`src/rtl/md_sequencer.sv`:
```
// md_sequencer: iterative multiply/divide unit owning the HI/LO registers.
// One operand bit per cycle in MUL/DIV, then one FIX cycle applies signs and commits.
module md_sequencer #(
   parameter int XLEN = 32
) (
   input  logic            clk,
   input  logic            rst_n,
   input  logic            issue_valid,
   input  logic [5:0]      opcode,
   input  logic [5:0]      funct,
   input  logic [XLEN-1:0] rs_val,
   input  logic [XLEN-1:0] rt_val,
   output logic            stall,
   output logic            busy,
   output logic [XLEN-1:0] md_result,
   output logic [XLEN-1:0] hi,
   output logic [XLEN-1:0] lo,
   output logic [1:0]      dbg_state   // 0 IDLE, 1 MUL, 2 DIV, 3 FIX
);

   localparam int CW = $clog2(XLEN);

   localparam logic [5:0] F_MFHI  = 6'h10;
   localparam logic [5:0] F_MTHI  = 6'h11;
   localparam logic [5:0] F_MFLO  = 6'h12;
   localparam logic [5:0] F_MTLO  = 6'h13;
   localparam logic [5:0] F_MULT  = 6'h18;
   localparam logic [5:0] F_MULTU = 6'h19;
   localparam logic [5:0] F_DIV   = 6'h1A;
   localparam logic [5:0] F_DIVU  = 6'h1B;

   typedef enum logic [1:0] {
      S_IDLE = 2'd0,
      S_MUL  = 2'd1,
      S_DIV  = 2'd2,
      S_FIX  = 2'd3
   } state_t;

   state_t              r_state;
   state_t              w_state_nxt;
   logic                r_busy;
   logic [CW-1:0]       r_count;
   logic [XLEN-1:0]     r_a;
   logic [XLEN-1:0]     r_b;
   logic [2*XLEN-1:0]   r_acc;
   logic                r_neg_a;
   logic                r_neg_b;
   logic                r_is_div;
   logic [XLEN-1:0]     r_hi;
   logic [XLEN-1:0]     r_lo;

   logic                w_op_zero;
   logic                w_is_mfhi;
   logic                w_is_mthi;
   logic                w_is_mflo;
   logic                w_is_mtlo;
   logic                w_is_mul;
   logic                w_is_div;
   logic                w_md_class;
   logic                w_accept;
   logic                w_signed;
   logic                w_rs_neg;
   logic                w_rt_neg;
   logic [XLEN-1:0]     w_rs_mag;
   logic [XLEN-1:0]     w_rt_mag;
   logic [XLEN:0]       w_mul_sum;
   logic [2*XLEN-1:0]   w_mul_step;
   logic [XLEN:0]       w_div_sh;
   logic [XLEN:0]       w_div_diff;
   logic [2*XLEN-1:0]   w_div_step;
   logic [2*XLEN-1:0]   w_prod;
   logic [XLEN-1:0]     w_quo;
   logic [XLEN-1:0]     w_rem;
   logic [XLEN-1:0]     w_fix_hi;
   logic [XLEN-1:0]     w_fix_lo;

   // Decode: only SPECIAL (opcode 0) HI/LO-class functs participate.
   assign w_op_zero  = (opcode == 6'h00);
   assign w_is_mfhi  = w_op_zero & (funct == F_MFHI);
   assign w_is_mthi  = w_op_zero & (funct == F_MTHI);
   assign w_is_mflo  = w_op_zero & (funct == F_MFLO);
   assign w_is_mtlo  = w_op_zero & (funct == F_MTLO);
   assign w_is_mul   = w_op_zero & ((funct == F_MULT) | (funct == F_MULTU));
   assign w_is_div   = w_op_zero & ((funct == F_DIV)  | (funct == F_DIVU));
   assign w_md_class = w_is_mfhi | w_is_mthi | w_is_mflo | w_is_mtlo | w_is_mul | w_is_div;
   assign w_signed   = (funct == F_MULT) | (funct == F_DIV);

   // Handshake: a live HI/LO-class instruction is accepted when busy is low; while busy
   // it sees stall=1 and must be held unchanged by the pipeline until stall drops.
   assign w_accept = issue_valid & w_md_class & ~r_busy;
   assign stall    = issue_valid & w_md_class & r_busy;

   assign w_rs_neg = w_signed & rs_val[XLEN-1];
   assign w_rt_neg = w_signed & rt_val[XLEN-1];
   assign w_rs_mag = w_rs_neg ? (~rs_val + 1'b1) : rs_val;
   assign w_rt_mag = w_rt_neg ? (~rt_val + 1'b1) : rt_val;

   // Shift-add multiply: add multiplicand into the top half, shift the whole accumulator right.
   assign w_mul_sum  = {1'b0, r_acc[2*XLEN-1:XLEN]} + {1'b0, (r_b[0] ? r_a : {XLEN{1'b0}})};
   assign w_mul_step = {w_mul_sum, r_acc[XLEN-1:1]};

   // Restoring divide: acc holds {remainder, dividend-becoming-quotient}.
   assign w_div_sh   = r_acc[2*XLEN-2:XLEN-1];
   assign w_div_diff = w_div_sh - {1'b0, r_b};
   assign w_div_step = w_div_diff[XLEN] ? {r_acc[2*XLEN-2:0], 1'b0}
                                        : {w_div_diff[XLEN-1:0], r_acc[XLEN-2:0], 1'b1};

   assign w_prod = (r_neg_a ^ r_neg_b) ? (~r_acc + 1'b1) : r_acc;
   assign w_quo  = r_acc[XLEN-1:0];
   assign w_rem  = r_acc[2*XLEN-1:XLEN];

   always_comb begin
      w_fix_hi = w_prod[2*XLEN-1:XLEN];
      w_fix_lo = w_prod[XLEN-1:0];
      if (r_is_div) begin
         if (r_b == '0) begin
            // Divide by zero: r_a holds the raw dividend for division ops.
            w_fix_hi = r_a;
            w_fix_lo = '1;
         end else begin
            w_fix_hi = r_neg_a ? (~w_rem + 1'b1) : w_rem;
            w_fix_lo = (r_neg_a ^ r_neg_b) ? (~w_quo + 1'b1) : w_quo;
         end
      end
   end

   always_ff @(posedge clk or negedge rst_n) begin
      if (!rst_n) begin
         r_state <= S_IDLE;
      end else begin
         r_state <= w_state_nxt;
      end
   end

   always_comb begin
      w_state_nxt = r_state;
      case (r_state)
         S_IDLE: begin
            if (w_accept & w_is_mul) begin
               w_state_nxt = S_MUL;
            end else if (w_accept & w_is_div) begin
               w_state_nxt = S_DIV;
            end
         end
         S_MUL, S_DIV: begin
            if (r_count == '0) begin
               w_state_nxt = S_FIX;
            end
         end
         S_FIX:   w_state_nxt = S_IDLE;
         default: w_state_nxt = S_IDLE;
      endcase
   end

   always_ff @(posedge clk or negedge rst_n) begin
      if (!rst_n) begin
         r_busy   <= 1'b0;
         r_count  <= '0;
         r_a      <= '0;
         r_b      <= '0;
         r_acc    <= '0;
         r_neg_a  <= 1'b0;
         r_neg_b  <= 1'b0;
         r_is_div <= 1'b0;
         r_hi     <= '0;
         r_lo     <= '0;
      end else begin
         r_busy <= (w_state_nxt != S_IDLE);
         case (r_state)
            S_IDLE: begin
               if (w_accept & (w_is_mul | w_is_div)) begin
                  r_neg_a  <= w_rs_neg;
                  r_neg_b  <= w_rt_neg;
                  r_count  <= CW'(XLEN - 1);
                  r_b      <= w_rt_mag;
                  r_is_div <= w_is_div;
                  if (w_is_mul) begin
                     r_a   <= w_rs_mag;
                     r_acc <= '0;
                  end else begin
                     r_a   <= rs_val;
                     r_acc <= {{XLEN{1'b0}}, w_rs_mag};
                  end
               end else if (w_accept & w_is_mthi) begin
                  r_hi <= rs_val;
               end else if (w_accept & w_is_mtlo) begin
                  r_lo <= rs_val;
               end
            end
            S_MUL: begin
               r_acc   <= w_mul_step;
               r_b     <= r_b >> 1;
               r_count <= r_count - CW'(1);
            end
            S_DIV: begin
               r_acc   <= w_div_step;
               r_count <= r_count - CW'(1);
            end
            S_FIX: begin
               r_hi <= w_fix_hi;
               r_lo <= w_fix_lo;
            end
            default: ;
         endcase
      end
   end

   always_comb begin
      md_result = '0;
      if (w_accept & w_is_mfhi) begin
         md_result = r_hi;
      end else if (w_accept & w_is_mflo) begin
         md_result = r_lo;
      end
   end

   assign busy      = r_busy;
   assign hi        = r_hi;
   assign lo        = r_lo;
   assign dbg_state = r_state;

endmodule
```
`config.mk`:
```
export PLATFORM = sky130hd
export DESIGN_NAME = md_sequencer
export DESIGN_NICKNAME = d
export VERILOG_FILES = /design/src/rtl/md_sequencer.sv
export SDC_FILE = /design/constraint.sdc
export NUM_CORES = 1
export LEC_CHECK = 0
export BUFFER_PORTS_ARGS = -buffer_cell sky130_fd_sc_hd__buf_2
export CAP_MARGIN = 20
export CORE_AREA = 2 2 215 217
export CTS_CLUSTER_SIZE = 12
export DETAILED_ROUTE_END_ITERATION = 6
export DIE_AREA = 0 0 217 219
export HOLD_SLACK_MARGIN = 0.06
export RECOVER_POWER = 100
export REMOVE_ABC_BUFFERS = 1
export SYNTH_ARGS = -nofsm -noshare
export SYNTH_HDL_FRONTEND = slang
export SYNTH_SLANG_ARGS = --single-unit
```
`constraint.sdc`:
```
create_clock -name clk -period 8.2 [get_ports clk]
set_clock_uncertainty 0.1 [all_clocks]
set_input_delay 1.23 -clock clk [delete_from_list [all_inputs] [get_ports clk]]
set_output_delay 1.23 -clock clk [all_outputs]
set_load 0.01 [all_outputs]
```
==> flow_metrics.tcl <==
set metrics [dict create \
    ys_seq_area_frac 0.284 \
    async_flop_share 1.00 \
    reg2reg_depth 10 \
    setup.worst_path.start "funct[3]" \
    cp.arrival_ns 6.46 \
    die_area_mm2 0.0475 \
    core_mm2 0.0451 \
    syn_area_per_cell_um2 7.63 \
    post_cts_buffers 0 \
    p_sw_uw 711 \
    detail-route-antenna-nets 0 \
    status "finished, violations left" \
    setup_violations 0 \
    cts_tree "built" \
    critical_path_class "in -> reg" \
    cts_buffers 26 \
    holdBufCountCts 0 \
    grt-ovfl-total 0 \
    yosys-top-cells-area "dfrtp_1 (28%), o21ai_0 (6.6%), nand2_1 (5.5%)" \
    stdcell_area_mm2 0.0200 \
    cp-start-kind "input pin" \
    pwr-share-clk 0.488 \
    via_per_inst 6.03 \
    drv_slew 298 \
    rr_startpoint "dbg_state[0]" \
    vias 18300 \
    antenna_found_initial 0 \
    ctsHtreeMaxLevel 1 \
    ys_ff_latch 203 \
    comb_power_share 0.100 \
    cp_slowest_cell "clkbuf_1" \
    drtPass1Iterations 5 \
    nets 2570 \
    seqPwrFrac 0.412 \
    track_usage 0.262 \
    synthDistinctLibCells 89 \
    slew_headroom -1.64 \
    yosys_warnings 0 \
    dp.cells 2982 \
    yosys_most_used_dff "dfrtp_1" \
    vdd_ir_drop_max_mv 0.146 \
    synth_top_area_frac 0.284 \
    post_drt_wl_per_cell_um 20.9 \
    crit_top_cell "clkbuf_1" \
    dpl.hpwl_um 46700 \
    syn_area_mm2 0.0179 \
    violations "max-capacitance violations, max-slew violations" \
    cts-root-buf "clkbuf_16" \
    clk_latency_ns 0.57 \
    cp-end-kind "register" \
    path_cells "clkbuf_1 > nand4bb_1 > nor4b_1 > nand2_1 > clkbuf_1 > o21a_1 > clkbuf_1 > nand2_1 > o211a_1 > a21o_1 > nor2_1" \
    placed_cell_area_mm2 0.0192 \
    instances_no_fill 3035 \
    chipWidth_um 217 \
    die_y_um 219 \
    r2r_slack_ns 2.24 \
    grt_pass1_vias 17100 \
    max_stage_delay_ns 1.57 \
    grt_pass1_wl_um 98400 \
    place.port_buffers 178 \
    max_cap_viol_count 7 \
    p_leak_uw 0.00837 \
    antenna_cells 0 \
    timing.final.crit_share 0.740 \
    cp-endpoint "r_acc[54]" \
    yosysTopAreaCell "dfrtp_1" \
    hold_class "reg -> reg" \
    synth_edf_count 0 \
    fin_setup_tns_ns 0 \
    core.rowCount 78 \
    io_pins 179 \
    cts_buffer_depth 3 \
    synthCells 2342 \
    cts_sinks 203 \
    tightestPinTransition_ns 3.96 \
    fillers 4668 \
    cp.required_ns 8.58 \
    internal_power_uw 1920 \
    path_clk_slew_ns 0.06 \
    power_density_mw_per_mm2 132 \
    hold_viol_final 0 \
    cts_resized 0 \
    drive_gt1_frac 0.0743 \
    p_sw_frac 0.270 \
    p_total_uw 2630 \
    drcViolationCount 0 \
    area_growth_pct 11.7 \
    totalWireLength_um 63400 \
    fmax_mhz 165 \
    start_util 0.397 \
    grt_max_degree 99 \
    gp_congestion 0.913 \
    min_period_ns 6.07 \
    drtIter0Drc 1534 \
    grt_setup_unrepaired "no" \
    crit_fanout 44 \
    reg2reg_to "r_acc[54]" \
]
## flip-flops by register name, indices dropped and copies added, names as in the netlist
name	count
r_neg_b	1
r_count	5
lo	32
dbg_state	2
r_is_div	1
r_b	32
hi	32
busy	1
r_acc	64
r_neg_a	1
r_a	32
## worst min path at each step
stage               cells after the start         end        from
finish                                  2      lo[24]      lo[24]
global route                            1  r_count[0]  r_count[0]
CTS                                     1  r_count[0]  r_count[0]
global placement                        2      lo[28]      lo[28]
floorplan                               2      r_a[1]      r_a[1]
detailed placement                      2      lo[23]      lo[23]
## critical path, delay by kind of cell
kind	cells	cell delay, ns
buffers and inverters	3	2.84
AOI/OAI and AO/OA	3	1.71
and+or+nand+nor	5	0.66
## metal layers
layer,up-vias,global-route usage,wire length (um)
met5,-,0,0
met4,0,0.0970,2320
met3,119,0.0297,3960
met2,699,0.417,28600
met1,8910,0.365,28500
li1,8578,-,-
## cell families (layout without fill, tap and decap cells)
| logic type | count (synthesis) | after routing | share of synthesized area |
|---|---|---|---|
| AO/OA/AOI/OAI | 786 | 786 | 0.268 |
| XOR/XNOR | 195 | 195 | 0.0955 |
| adder cells (fa/ha/maj) | 76 | 76 | 0.0540 |
| buffers and inverters | 243 | 336 | 0.0528 |
| flip-flops | 203 | 203 | 0.284 |
| multiplexers | 67 | 67 | 0.0377 |
| AND/OR/NAND/NOR | 772 | 772 | 0.208 |
## metrics by stage
stage                     hold slack (ns)   util  setup slack (ns)
after global placement              0.387  0.425              3.53
after global routing                0.426  0.443              1.83
after floorplan                     0.359      -              3.76
final                               0.406  0.443              2.13
after detailed placement            0.393  0.425              3.41
after CTS                           0.406  0.446              3.57
## power by group through the flow
| stage | registers [uW] | clock network [uW] | logic (uW) |
|---|---|---|---|
| 2_1_floorplan | 1080 | 0 | 152 |
| 3_3_place_gp | 1100 | 0 | 263 |
| 3_5_place_dp | 1100 | 0 | 266 |
| 4_1_cts | 1080 | 1310 | 267 |
| 5_1_grt | 1090 | 1350 | 297 |
| 6_report | 1080 | 1280 | 264 |
## layout by cell type (no fill, tap or decap), types with 40 or more instances in the layout
| cell | Yosys | final |
|---|---|---|
| mux2i_1 | 64 | 64 |
| inv_1 | 77 | 77 |
| o21ai_0 | 236 | 262 |
| xor2_1 | 97 | 96 |
| dfrtp_1 | 203 | 203 |
| xnor2_1 | 98 | 97 |
| nor2_1 | 204 | 204 |
| buf_2 | 7 | 76 |
| a21o_1 | 40 | 40 |
| a22oi_1 | 49 | 49 |
| nand2_1 | 260 | 260 |
| a21oi_1 | 188 | 186 |
| ha_1 | 74 | 72 |
| clkbuf_1 | 147 | 117 |
| nor3_1 | 57 | 58 |
## final cells by class
class	count	area, um2	share of cell area
Multi-Input combinational cell	1896	11900	0.596
Sequential cell	203	5080	0.254
Timing Repair Buffer	209	981	0.0491
Clock buffer	38	786	0.0393
Tap cell	600	751	0.0376
Inverter	79	297	0.0148
Clock inverter	10	171	0.00858
## cells in the mapped netlist, types with 15 or more instances
library cell  count
a211oi_1         19
a21o_1           40
a21oi_1         188
a22oi_1          49
a31oi_1          19
and2_1           41
and3_1           21
clkbuf_1        147
dfrtp_1         203
ha_1             74
inv_1            77
mux2i_1          64
nand2_1         260
nand2b_1         15
nand3_1          30
nand4_1          15
nor2_1          204
nor3_1           57
nor4_1           30
o211ai_1         20
o21a_1           16
o21ai_0         236
o21ai_1          49
o22ai_1          37
o31ai_1          21
or3_1            25
xnor2_1          98
xor2_1           97
(Power assumes the default switching activity.)
